`src/rtl/ifq_pkg.sv`:
```
// Shared types and constants for the instruction-fetch queue.
package ifq_pkg;

    localparam int IFQ_AW = 32;
    localparam int IFQ_DW = 32;

    typedef logic [IFQ_DW-1:0] word_t;
    typedef logic [IFQ_AW-1:0] addr_t;

    // One queued instruction together with the word address it came from
    typedef struct packed {
        word_t inst;
        addr_t pc;
    } fetch_entry_t;

    localparam addr_t PC_INCR  = addr_t'(1);
    localparam addr_t RESET_PC = '0;

endpackage

```
`src/rtl/ifetch_queue_if.sv`:
```
// Fetch-side bus: redirect input, memory request/response and decode hand-off.
// master = fetch queue, slave = surrounding pipeline / memory.
interface ifetch_queue_if #(
    parameter int AW = 32,
    parameter int DW = 32
);
    logic          redirect_valid;
    logic [AW-1:0] redirect_pc;
    logic          mem_req_valid;
    logic          mem_req_ready;
    logic [AW-1:0] mem_req_addr;
    logic          mem_resp_valid;
    logic [DW-1:0] mem_resp_data;
    logic          inst_valid;
    logic          inst_ready;
    logic [DW-1:0] inst;
    logic [AW-1:0] inst_pc;

    modport master (
        input  redirect_valid, redirect_pc, mem_req_ready,
               mem_resp_valid, mem_resp_data, inst_ready,
        output mem_req_valid, mem_req_addr, inst_valid, inst, inst_pc
    );

    modport slave (
        output redirect_valid, redirect_pc, mem_req_ready,
               mem_resp_valid, mem_resp_data, inst_ready,
        input  mem_req_valid, mem_req_addr, inst_valid, inst, inst_pc
    );
endinterface

```
`src/rtl/ifq_fifo.sv`:
```
// Small synchronous FIFO of packed fetch entries; flush beats push and pop.
module ifq_fifo #(
    parameter int DEPTH = 4,
    parameter int W     = 64
) (
    input  logic                       clk,
    input  logic                       reset,
    input  logic                       flush_i,
    input  logic                       push_i,
    input  logic [W-1:0]               din_i,
    input  logic                       pop_i,
    output logic                       full_o,
    output logic                       empty_o,
    output logic [$clog2(DEPTH):0]     occ_o,
    output logic [W-1:0]               dout_o
);
    localparam int PW = $clog2(DEPTH);
    localparam int CW = PW + 1;

    logic [W-1:0]  mem [DEPTH];
    logic [PW-1:0] wr_q, wr_d, rd_q, rd_d;
    logic [CW-1:0] cnt_q, cnt_d;

    // Pointer and count update; pointers wrap naturally since DEPTH is a power of 2
    always_comb begin
        wr_d  = wr_q;
        rd_d  = rd_q;
        cnt_d = cnt_q;
        if (flush_i) begin
            wr_d  = '0;
            rd_d  = '0;
            cnt_d = '0;
        end else begin
            if (push_i) wr_d = wr_q + PW'(1);
            if (pop_i)  rd_d = rd_q + PW'(1);
            cnt_d = cnt_q + CW'(push_i) - CW'(pop_i);
        end
    end

    // Control state register
    always_ff @(posedge clk) begin
        if (reset) begin
            wr_q  <= '0;
            rd_q  <= '0;
            cnt_q <= '0;
        end else begin
            wr_q  <= wr_d;
            rd_q  <= rd_d;
            cnt_q <= cnt_d;
        end
    end

    // Entry storage; contents are don't-care until counted valid, so no reset
    always_ff @(posedge clk) begin
        if (push_i && !flush_i) mem[wr_q] <= din_i;
    end

    assign full_o  = (cnt_q == CW'(DEPTH));
    assign empty_o = (cnt_q == '0);
    assign occ_o   = cnt_q;
    assign dout_o  = mem[rd_q];

endmodule

```
`src/rtl/ifetch_queue.sv`:
```
// Instruction-fetch queue: issues sequential word fetches under a credit limit,
// queues in-order responses with their PC, and flushes/refetches on redirect.
// Optional build macro IFQ_BYPASS_EN: a response arriving at an empty queue is
// presented to decode combinationally in the same cycle.
module ifetch_queue
    import ifq_pkg::*;
#(
    parameter int DEPTH = 4,
    parameter int AW    = IFQ_AW,
    parameter int DW    = IFQ_DW
) (
    input  logic          clk,
    input  logic          reset,
    ifetch_queue_if.master bus
);
    localparam int CW = $clog2(DEPTH) + 1;

    logic [AW-1:0] fetch_pc_q, fetch_pc_d;
    logic [AW-1:0] resp_pc_q, resp_pc_d;
    logic [CW-1:0] outst_q, outst_d;
    logic [CW-1:0] drop_q, drop_d;

    logic [CW-1:0]    occ;
    logic             fifo_full, fifo_empty;
    logic [DW+AW-1:0] fifo_dout;

    logic [CW:0] inflight;
    logic        req_valid, accept, resp, drop, keep, byp, byp_take, push, pop;

    // Credit: every accepted request already owns a queue slot for its response
    assign inflight  = {1'b0, outst_q} + {1'b0, occ};
    assign req_valid = !reset && !bus.redirect_valid && (inflight < (CW+1)'(DEPTH));
    assign accept    = req_valid && bus.mem_req_ready;

    // Response classification: drop stale data, bypass or enqueue the rest
    always_comb begin
        resp = bus.mem_resp_valid;
        drop = resp && (drop_q != '0);
        keep = resp && !drop && !bus.redirect_valid && !reset;
`ifdef IFQ_BYPASS_EN
        byp      = keep && fifo_empty;
        byp_take = byp && bus.inst_ready;
`else
        byp      = 1'b0;
        byp_take = 1'b0;
`endif
        push = keep && !byp_take && !fifo_full;
        pop  = !fifo_empty && bus.inst_ready;
    end

    // Next-state for PCs and counters; redirect overrides everything else
    always_comb begin
        outst_d    = outst_q + CW'(accept) - CW'(resp);
        drop_d     = drop_q - CW'(drop);
        fetch_pc_d = accept ? fetch_pc_q + AW'(PC_INCR) : fetch_pc_q;
        resp_pc_d  = keep   ? resp_pc_q  + AW'(PC_INCR) : resp_pc_q;
        if (bus.redirect_valid) begin
            // Every request still in flight after this cycle belongs to the old
            // path. drop_q only ever counts a subset of outst_q, so the new drop
            // count is simply what remains outstanding.
            drop_d     = outst_q - CW'(resp);
            fetch_pc_d = bus.redirect_pc;
            resp_pc_d  = bus.redirect_pc;
        end
    end

    // State register
    always_ff @(posedge clk) begin
        if (reset) begin
            fetch_pc_q <= AW'(RESET_PC);
            resp_pc_q  <= AW'(RESET_PC);
            outst_q    <= '0;
            drop_q     <= '0;
        end else begin
            fetch_pc_q <= fetch_pc_d;
            resp_pc_q  <= resp_pc_d;
            outst_q    <= outst_d;
            drop_q     <= drop_d;
        end
    end

    ifq_fifo #(.DEPTH(DEPTH), .W(DW + AW)) u_fifo (
        .clk     (clk),
        .reset   (reset),
        .flush_i (bus.redirect_valid),
        .push_i  (push),
        .din_i   ({bus.mem_resp_data, resp_pc_q}),
        .pop_i   (pop),
        .full_o  (fifo_full),
        .empty_o (fifo_empty),
        .occ_o   (occ),
        .dout_o  (fifo_dout)
    );

    assign bus.mem_req_valid = req_valid;
    assign bus.mem_req_addr  = fetch_pc_q;

    // Decode-side outputs: queue head, else bypassed response, else zero
    always_comb begin
        bus.inst_valid = 1'b0;
        bus.inst       = '0;
        bus.inst_pc    = '0;
        if (!fifo_empty) begin
            bus.inst_valid = 1'b1;
            bus.inst       = fifo_dout[DW+AW-1:AW];
            bus.inst_pc    = fifo_dout[AW-1:0];
        end else if (byp) begin
            bus.inst_valid = 1'b1;
            bus.inst       = bus.mem_resp_data;
            bus.inst_pc    = resp_pc_q;
        end
    end

endmodule

```
`src/flat_wrapper.sv`:
```
// flat-port wrapper written by rule: the top's interface ports become plain ports
module ifetch_queue_flat import ifq_pkg::*;
#(
    parameter int DEPTH = 4,
    parameter int AW    = IFQ_AW,
    parameter int DW    = IFQ_DW
)
  (clk, reset, bus_redirect_valid, bus_redirect_pc, bus_mem_req_ready, bus_mem_resp_valid, bus_mem_resp_data, bus_inst_ready, bus_mem_req_valid, bus_mem_req_addr, bus_inst_valid, bus_inst, bus_inst_pc);
  ifetch_queue_if #(.AW(AW), .DW(DW)) bus_i ();
  input  logic clk;
  input  logic reset;
  input wire logic [$bits(bus_i.redirect_valid)-1:0] bus_redirect_valid;
  input wire logic [$bits(bus_i.redirect_pc)-1:0] bus_redirect_pc;
  input wire logic [$bits(bus_i.mem_req_ready)-1:0] bus_mem_req_ready;
  input wire logic [$bits(bus_i.mem_resp_valid)-1:0] bus_mem_resp_valid;
  input wire logic [$bits(bus_i.mem_resp_data)-1:0] bus_mem_resp_data;
  input wire logic [$bits(bus_i.inst_ready)-1:0] bus_inst_ready;
  output wire logic [$bits(bus_i.mem_req_valid)-1:0] bus_mem_req_valid;
  output wire logic [$bits(bus_i.mem_req_addr)-1:0] bus_mem_req_addr;
  output wire logic [$bits(bus_i.inst_valid)-1:0] bus_inst_valid;
  output wire logic [$bits(bus_i.inst)-1:0] bus_inst;
  output wire logic [$bits(bus_i.inst_pc)-1:0] bus_inst_pc;
  assign bus_i.redirect_valid = bus_redirect_valid;
  assign bus_i.redirect_pc = bus_redirect_pc;
  assign bus_i.mem_req_ready = bus_mem_req_ready;
  assign bus_i.mem_resp_valid = bus_mem_resp_valid;
  assign bus_i.mem_resp_data = bus_mem_resp_data;
  assign bus_i.inst_ready = bus_inst_ready;
  assign bus_mem_req_valid = bus_i.mem_req_valid;
  assign bus_mem_req_addr = bus_i.mem_req_addr;
  assign bus_inst_valid = bus_i.inst_valid;
  assign bus_inst = bus_i.inst;
  assign bus_inst_pc = bus_i.inst_pc;
  ifetch_queue #(.DEPTH(DEPTH), .AW(AW), .DW(DW)) u_core (.clk(clk), .reset(reset), .bus(bus_i));
endmodule
```
`config.mk`:
```
export PLATFORM = sky130hd
export DESIGN_NAME = ifetch_queue_flat
export DESIGN_NICKNAME = d
export VERILOG_FILES = /design/src/rtl/ifq_pkg.sv /design/src/rtl/ifetch_queue_if.sv /design/src/rtl/ifq_fifo.sv /design/src/rtl/ifetch_queue.sv /design/src/flat_wrapper.sv
export SDC_FILE = /design/constraint.sdc
export NUM_CORES = 1
export LEC_CHECK = 0
export ABC_AREA = 1
export ABC_CLOCK_PERIOD_IN_PS = 6600
export BUFFER_PORTS_ARGS = -buffer_cell sky130_fd_sc_hd__clkbuf_2
export CORE_MARGIN = 1
export CORE_UTILIZATION = 40
export CTS_CLUSTER_SIZE = 10
export DETAILED_ROUTE_END_ITERATION = 6
export PLACE_DENSITY = 0.54
export SLEW_MARGIN = 15
export SYNTH_ARGS = -nofsm -noshare
export SYNTH_HDL_FRONTEND = slang
export SYNTH_SLANG_ARGS = --single-unit
export TNS_END_PERCENT = 5
```
`constraint.sdc`:
```
create_clock -name clk -period 6.6 [get_ports clk]
set_input_delay 1.32 -clock clk [delete_from_list [all_inputs] [get_ports clk]]
set_output_delay 1.32 -clock clk [all_outputs]
set_load 0.01 [all_outputs]
```
* After elaboration in Yosys (flattened, before gate mapping)
Memories as Yosys holds them, arrays and structs flattened. A register that Yosys moved wholly into a read port is not among the register bits.
Index checks and enable logic that the tools add are counted.
** Operators by class
- $add $sub $neg :: 11
- Multipliers :: 0
- Divide/modulo/power cells :: 0
- Order comparisons :: 1
- Equal/unequal tests :: 1
- Shift-type cells :: 0
- Muxes and demuxes :: 12
- Bitwise gates (word level) :: 0
- Reduce and logical (&&, ||, !) cells :: 20
** Operator list (number)
- $mux W32 :: 6
- $add A32 B1 Y32 const B :: 2
- $sub A3 B1 Y3 :: 4
- $logic_and A1 B1 Y1 :: 10
- $add A3 B1 Y3 :: 2
- $logic_not A1 Y1 :: 5
- $add A2 B1 Y2 const B :: 2
- $add A3 B3 Y4 :: 1
- $lt A4 B3 Y1 const B :: 1
- $mux W2 :: 2
- $reduce_bool A2 Y1 :: 2
- $eq A3 B3 Y1 const B :: 1
- $logic_not A3 Y1 :: 1
- $mux W1 :: 3
- $mux W3 :: 1
- $reduce_bool A3 Y1 :: 1
- $reduce_or A2 Y1 :: 1
** Storage, ports and cells
- Flip-flop bits (word level) :: 77
- Latch bits :: 0
- Memory bits (writable) :: 256
- Bits in read-only memories :: 0
- Input port bits :: 70
- Output and inout bits :: 98
- Logic and storage cells :: 53
- Memories kept :: 1
** Memory list
- u_core.u_fifo.mem :: words 4, width 64, read ports 1, clocked after memory_dff 1, wr ports 1, RTL line ifq_fifo.sv:20 : logic [W-1:0] mem [DEPTH];

* Depth between registers and ports, before layout
Gate-level depths: netlist of run 1.
- Depth in word-level cells :: 10
- Depth in mapped cells :: 13
- Gate-level depth less buffers :: 12

* Hierarchy
A second synthesis of run 1 with hierarchy kept.
** Unflattened totals
- Cells, all modules :: 1746
- Area total of the unflattened synthesis :: 15752.6 um2
** Modules (own cells, without submodules)
- ifq_fifo :: times used 1, cells an instance 804, area each 10442.5 um2, sequential area each 7867.5 um2
- ifetch_queue :: times used 1, cells an instance 942, area each 5310.1 um2, sequential area each 1401.3 um2

* Least setup slack after synthesis of run 1
OpenSTA, ideal clock, no wires.
- Path type :: input -> register
- From :: input reset
- To :: memory u_core.u_fifo.mem[0][0] (enable)
- Setup time :: 487 ps
- Data arrival time :: 4717 ps
- Data required time :: 6113 ps
- Path slack :: 1396 ps
- Stages :: 6
- Buffers on the path :: 1
- Path through :: buf_6 > nor2_8 > nand2_2 > nor2_4 > nand2_1 > nor2_1
** Between the ends
- Longest elaborated chain between the ends :: 6
** RTL lines
- start, declared :: RTL line flat_wrapper.sv:11 : input logic reset;
- $logic_not A1 Y1 :: RTL line ifetch_queue.sv:39 : keep = resp && !drop && !bus.redirect_valid && !reset;
- $logic_and A1 B1 Y1 :: RTL line ifetch_queue.sv:39
- $logic_and A1 B1 Y1 :: RTL line ifetch_queue.sv:47 : push = keep && !byp_take && !fifo_full;
- $logic_and A1 B1 Y1 :: RTL line ifq_fifo.sv:55 : if (push_i && !flush_i) mem[wr_q] <= din_i;
- $mux W1 :: RTL line ifq_fifo.sv:55
- $mux W1 (implied by the code) :: RTL line ifq_fifo.sv:55
- end, declared :: RTL line ifq_fifo.sv:20
No other way between the ends.

==> run summary, run 1 <==
Gpl congestion -> 0.874
Ports -> 168
Global route overflow -> 0
Hold Violations, Final -> 0
Hold_buf cts -> 0
Core footprint -> 36900 um2
Cell Count, Final, Fillers Out -> 2316
Register bit total from synthesis -> 335
Layout cell share with drive strength beyond 1 -> 13.9%
Setup bufs post-CTS -> 0
Via count -> 11.7k
IO Port Bufs -> 167
Die area -> 38500 um2
Period minus WS final -> 4.44 ns
YS warnings -> 0
Max_cap viols -> 0
CP Capture Type -> output pin
Setup TNS -> 0 ns
Starting Density -> 41.0%
Fmax -> 225 MHz
WL final -> 39.2 mm
Clock Pin Slew Worst Setup and Hold Paths -> 0.05 ns
Diode count -> 0
Number of flops mapped to enable cells by yosys -> 256
Uppermost routed layer -> met4
Hold Path Stages -> 2
Critical path class -> reg2out
Crit Path Max Fanout -> 66
Placed cells -> 2253
Met2 Wirelength -> 18.2 mm
Rows -> 70
Peak VDD IR -> 224 uV
RSZ-0062 raised after global routing -> no
Post-synthesis async set-or-reset flop share -> 0%
DR DRC count -> 0
Largest net degree at the start of global routing -> 96
Most used DFF post-synth -> edfxtp_1
Vias in the first global route -> 11.1k
Reg area -> 9270 um2
Run status -> completed
Clock sink total -> 335
Routed Antenna Nets -> 0
Die H -> 196 um
Vias/cell -> 5.06
Met3 Routed Length -> 2.33 mm
Total Power -> 0.00468 W
DRT iter0 DRCs -> 612
Pwr dens -> 267 nW/um2
CTS tree -> yes
Crit path launch type -> flip-flop
Multi-input gate area -> 5080 um2
TritonCTS Buffers -> 41
Worst reg-to-reg setup slack -> 3.61 ns
CTS max path bufs -> 3
Cell area after synthesis -> 15100 um2
Critical Path RT -> 5.28 ns
Layout area overhead -> 16.2%
Fill cell count -> 3461
Avg WL per Cell -> 16.9 um
Total track usage -> 20.3%
M1 WL -> 18.2 mm
Yosys cell types -> 37
Synth Instances -> 1641
Nets -> 1880
Die X -> 196 um
Slew headroom -> 29.9%
CTS Root Cell -> clkbuf_16
Synthesized net count -> 1729
First-pass GRT wire length -> 61.1 mm
FF-to-FF path depth -> 11
Reg2reg end -> u_core.u_fifo.occ_o[2]
1st-pass router iterations -> 5
Tightest Pin Transition -> 1.05 ns
RR Startpoint -> u_core.u_fifo.occ_o[2]
CTS HTree Levels -> 2
Clock skew -> 0.0112 ns
Period utilization -> 67.3%
Critical Path AT -> 3.12 ns
Seq/Total Area, Yosys -> 61.4%
Setup-failing EPs final -> 0
Post-DP HPWL -> 24.0 mm
Post-cts sizing count -> 0
Syn avg cell area -> 9.21 um2
Worst hold path type -> reg2reg
Latest clock arrival within the worst-skew pair -> 0.52 ns
Hold path start -> u_core.u_fifo.rd_q[1]
Max-slew violations -> 0
Pleak -> 6.55 nW
Initial antenna violation count -> 0
cell families (layout without fill, tap and decap cells):
| logic type | after synthesis | after routing | synth area share, % |
|---|---|---|---|
| xor+xnor | 14 | 14 | 0.812 |
| compound gates | 314 | 314 | 10.6 |
| fa+ha+maj | 18 | 18 | 1.59 |
| buf+inv | 195 | 366 | 5.21 |
| flops | 335 | 335 | 61.4 |
| simple gates | 765 | 765 | 20.4 |
where the power goes:
group | internal, W | switching, W
sequential | 0.00233 | 0.0000671
clock | 0.00113 | 0.000806
combinational | 0.000118 | 0.000233
state kept, by name, indices dropped and copies added (netlist names), named ones only:
register                 count
u_core.resp_pc_q            32
u_core.drop_q                3
u_core.u_fifo.wr_q           2
u_core.outst_q               3
u_core.u_fifo.mem          256
u_core.u_fifo.occ_o          3
u_core.bus.mem_req_addr     32
u_core.u_fifo.rd_q           2
layout by cell type (no fill, tap or decap), types with 4 or more instances in the layout:
cell / Yosys / routed
a21oi_1: 123 / 123
a31oi_1: 4 / 4
buf_4: 1 / 11
clkbuf_1: 38 / 14
clkbuf_16: 0 / 41
clkbuf_2: 0 / 167
clkinv_1: 1 / 4
dfxtp_1: 79 / 77
edfxtp_1: 256 / 256
ha_1: 16 / 16
inv_1: 117 / 117
inv_2: 4 / 4
nand2_1: 263 / 263
nand3_1: 97 / 97
nor2_1: 383 / 379
nor2_2: 6 / 6
nor2_4: 2 / 6
o21ai_0: 169 / 169
o21ai_1: 4 / 4
o21bai_1: 4 / 4
o22ai_1: 6 / 6
xnor2_1: 8 / 8
xor2_1: 6 / 6
worst max path at each step:
stage | from | to
detailed placement | flip-flop | bus_inst_pc[16]
global route | flip-flop | bus_inst_pc[16]
floorplan | reset | u_core.u_fifo.mem[0][0]
CTS | flip-flop | bus_inst_pc[16]
finish | flip-flop | bus_inst_pc[16]
global placement | flip-flop | bus_inst_pc[16]
area by class of cell:
type                            count  area share (%)
Inverter                          122            2.61
Clock buffer                       55            6.15
Clock inverter                      8           0.250
Sequential cell                   335            52.8
Multi-Input combinational cell   1111            29.0
Tap cell                          504            3.59
Timing Repair Buffer              181            5.58
through the flow:
stage / hold slack, ns / setup WS [ns] / instance area [um2] / util (%)
floorplan: 0.437 / 1.40 / 15100 / -
global placement: 0.447 / 2.64 / 16400 / 44.5
detailed placement: 0.460 / 2.61 / 16400 / 44.5
CTS: 0.470 / 2.05 / 17500 / 47.6
global route: 0.506 / 1.87 / 17500 / 47.6
finish: 0.478 / 2.16 / 17500 / 47.6
per-layer routing:
layer / up-vias / track usage (%)
li1: 5806 / -
met1: 5493 / 28.6
met2: 365 / 33.1
met3: 53 / 3.11
met4: 0 / 4.86
met5: - / 0
critical path: stages, from the launching register on:
cell	delay [ns]
dfxtp_4	0.46
inv_2	0.76
buf_4	0.66
o21ai_0	0.19
a21oi_1	0.29
clkbuf_2	0.19
synth_stat cells (all sizes together), types with 2 or more instances:
master | n | area share, %
nor2 | 392 | 10
nand2 | 266 | 6.7
edfxtp | 256 | 51
o21ai | 173 | 5.7
a21oi | 123 | 4.1
inv | 121 | 3.0
nand3 | 97 | 3.2
dfxtp | 79 | 10
clkbuf | 38 | 0.94
buf | 35 | 1.2
ha | 16 | 1.3
xnor2 | 8 | 0.46
o22ai | 6 | 0.25
xor2 | 6 | 0.35
a31oi | 4 | 0.17
o21bai | 4 | 0.20
and2 | 3 | 0.12
fa | 2 | 0.27
nand3b | 2 | 0.099
nand4 | 2 | 0.083
nor3 | 2 | 0.14
No activity file was read; power rests on OpenSTA's default activity.
==> run 2: changes to the inputs <==
ABC_AREA = 0   (was 1)
ABC_CLOCK_PERIOD_IN_PS = 3600   (was 6600)
PLACE_DENSITY = 0.57   (was 0.54)
clock period = 3.6 ns   (was 6.6 ns; I/O delays follow)
==> run 2 against run 1 <==
  * Critical path depth decreased by 1
  * Utilization increased by 1.0 points
  * Sequential cell count did not move
  * Power up 82%
  * Sequential power rose by 83%
  * Register-to-register slack worse by 2.8 ns
  * Hold slack lost 0.054 ns
  * Setup slack worse by 1.6 ns
  * Via count shrank 23%
  * Global-route usage fell by 2.4 points
  * Die area decreased by 6.0%
  * Count of clock-buffer cells in the layout rose by 2
  * Critical path type unchanged
  * Largest power group unchanged
==> run summary, run 2 <==
Number of flops mapped to enable cells by yosys -> 256 (unchanged)
Core footprint -> 34700 um2 (-5.9%)
Worst-path cell chain -> buf_4 > mux4_2 > and2_1 > clkbuf_2
Post-route cell area -> 16900 um2 (-3.9%)
DRT iter0 DRCs -> 486 (-21%)
Largest net degree at the start of global routing -> 66 (-31%)
Hold path start -> bus_mem_resp_data[0]
Die X -> 190 um (-3.1%)
Reg area -> 9270 um2 (unchanged)
Max incr delay on CP -> 0.57 ns (-0.19 ns)
CP top delay family -> flip-flops
Initial antenna violation count -> 0 (unchanged)
Gpl congestion -> 0.870 (-0.41%)
Most used DFF post-synth -> edfxtp_1
Clock Pin Slew Worst Setup and Hold Paths -> 0.05 ns (about the same)
Most common cell in the netlist -> edfxtp_1
Diode count -> 0 (unchanged)
Post-DP HPWL -> 21.1 mm (-12%)
Yosys top cell area share -> 54.2% (+3.3 points)
Period utilization -> 84.0%
Most frequent cells in the layout -> edfxtp_1 (256), clkbuf_2 (167), dfxtp_1 (77)
IO Port Bufs -> 167 (unchanged)
Clock sink total -> 335 (unchanged)
1st-pass router iterations -> 5 (unchanged)
RSZ-0062 raised after global routing -> no
First-pass GRT wire length -> 50.6 mm (-17%)
Die area -> 36200 um2 (-6.0%)
Synth Instances -> 992 (-40%)
Most common cell after layout, fill and taps aside -> edfxtp_1
Synth area leader -> edfxtp_1
Die H -> 190 um (-3.1%)
Vias in the first global route -> 8943 (-19%)
Routed Antenna Nets -> 0 (unchanged)
WHS -> 0.424 ns (-0.0544 ns)
CTS HTree Levels -> 2 (unchanged)
Bufs and invs on worst path -> 2 (-1)
CTS max path bufs -> 3 (unchanged)
Nets -> 1271 (-32%)
DR DRC count -> 0 (unchanged)
CTS Root Cell -> clkbuf_16
Critical Path AT -> 2.30 ns (-0.82 ns)
Slowest stage cell, crit path -> dfxtp_4
Max FFs per register -> 256 (unchanged)
Max-slew violations -> 0 (unchanged)
DP Worst Slack -> 0.473 ns (-2.14 ns)
WL final -> 32.3 mm (-18%)
Worst Slack Setup Final -> 0.577 ns (-1.58 ns)
Crit path launch type -> flip-flop
Syn avg cell area -> 14.3 um2 (+55%)
Register bit total from synthesis -> 335 (unchanged)
Setup bufs post-CTS -> 0 (unchanged)
Avg WL per Cell -> 19.5 um (+15%)
Seq/Total Area, Yosys -> 65.3% (+4.0 points)
Yosys cell types -> 59 (+59%)
Largest register by flop count -> u_core.u_fifo.mem
Ranking of synthesized cells by area -> edfxtp_1 (54%), dfxtp_1 (11%), mux4_2 (10%), and2_1 (3.4%), nand2_1 (1.7%)
TritonCTS Buffers -> 40 (-2.4%)
Latest clock arrival within the worst-skew pair -> 0.52 ns (about the same)
Layout cell share with drive strength beyond 1 -> 27.3% (+13 points)
Hold Violations, Final -> 0 (unchanged)
Period minus WS final -> 3.02 ns
Pwr dens -> 506 nW/um2 (+89%)
Vias/cell -> 5.45 (+7.8%)
Pleak -> 5.85 nW (-11%)
Slew headroom -> 54.1% (+24 points)
RR Startpoint -> u_core.u_fifo.occ_o[1]
Setup TNS -> 0 ns (unchanged)
Ports -> 168 (unchanged)
Run status -> completed
Synth top cells by count -> edfxtp_1 (256), dfxtp_1 (79), and2_1 (77), mux4_2 (64), nand2_1 (63)
CP Capture Type -> output pin
Max_cap viols -> 0 (unchanged)
Fmax -> 331 MHz
Critical Path RT -> 2.88 ns (-2.40 ns)
Starting Density -> 40.9% (-0.10 points)
Total track usage -> 18.0% (-2.4 points)
CTS tree -> yes
YS warnings -> 0 (unchanged)
Global route overflow -> 0 (unchanged)
Dpl cell area -> 15700 um2 (-4.3%)
Crit Path Max Fanout -> 16 (-76%)
Hold_buf cts -> 0 (unchanged)
Worst hold path type -> in2reg
Post-cts sizing count -> 0 (unchanged)
Clock skew -> 0.0118 ns (+0.000562 ns)
Setup-failing EPs final -> 0 (unchanged)
Critical path class -> reg2out
Post-synthesis async set-or-reset flop share -> 0% (unchanged)
Rows -> 68 (-2.9%)
Peak VDD IR -> 310 uV (+38%)
Final core utilization -> 48.6% (+1.0 points)
Multi-input gate area -> 4590 um2 (-9.7%)
Cell area after synthesis -> 14200 um2 (-6.1%)
Fill cell count -> 3061 (-12%)
Synthesized net count -> 1080 (-38%)
Tightest Pin Transition -> 0.688 ns (-0.364 ns)
Via count -> 9028 (-23%)
Layout area overhead -> 18.9%
## run 2: cell count changes after synthesis, sizes merged, moves of 64 or more
cell and change:
nor2 -336, nand2 -203, nand3 -69, a21oi -93, o21ai -148, mux4 +64
and2 +74, inv -93
## run 2: final cells by class
type	instances	area share, %
Clock buffer	57	6.68
Clock inverter	2	0.104
Inverter	28	0.623
Multi-Input combinational cell	575	27.2
Sequential cell	335	55.0
Tap cell	455	3.38
Timing Repair Buffer	203	7.00
## run 2: through the flow
stage,power [W],std cells
global placement,0.00503,1596
finish,0.00853,1655
detailed placement,0.00504,1596
global route,0.00887,1655
CTS,0.00865,1655
floorplan,0.00478,992
## run 2: cells by family after synthesis
group / Yosys count / share of synthesized area, %
adder cells (fa/ha/maj): 18 / 1.69
AO/OA/AOI/OAI: 141 / 6.38
flip-flops: 335 / 65.3
multiplexers: 68 / 10.5
AND/OR/NAND/NOR: 321 / 12.1
buffers and inverters: 82 / 2.36
XOR/XNOR: 27 / 1.67
## run 2: power by group
| part | switching, W | internal (W) | total [W] |
|---|---|---|---|
| registers | 0.000122 | 0.00426 | 0.00439 |
| logic | 0.000328 | 0.000246 | 0.000574 |
| clock network | 0.00142 | 0.00215 | 0.00357 |
| total | 0.00187 | 0.00666 | 0.00853 |
## run 2: final timing paths
path | endpoint | cells after the start | slack [ns]
setup / recovery | bus_inst_pc[20] | 4 | 0.58
hold / removal | u_core.u_fifo.mem[1][32] | 1 | 0.42
hold reg to reg | flip-flop | 2 | 0.54
setup reg to reg | u_core.bus.mem_req_addr[8] | 9 | 0.83
## run 2: per-layer routing
| metal | up-vias | routed length (um) | global-route usage [%] |
|---|---|---|---|
| li1 | 4220 | - | - |
| met1 | 4448 | 15300 | 26.5 |
| met2 | 320 | 14600 | 27.8 |
| met3 | 40 | 2000 | 2.89 |
| met4 | 0 | 439 | 4.06 |
| met5 | - | 0 | 0 |
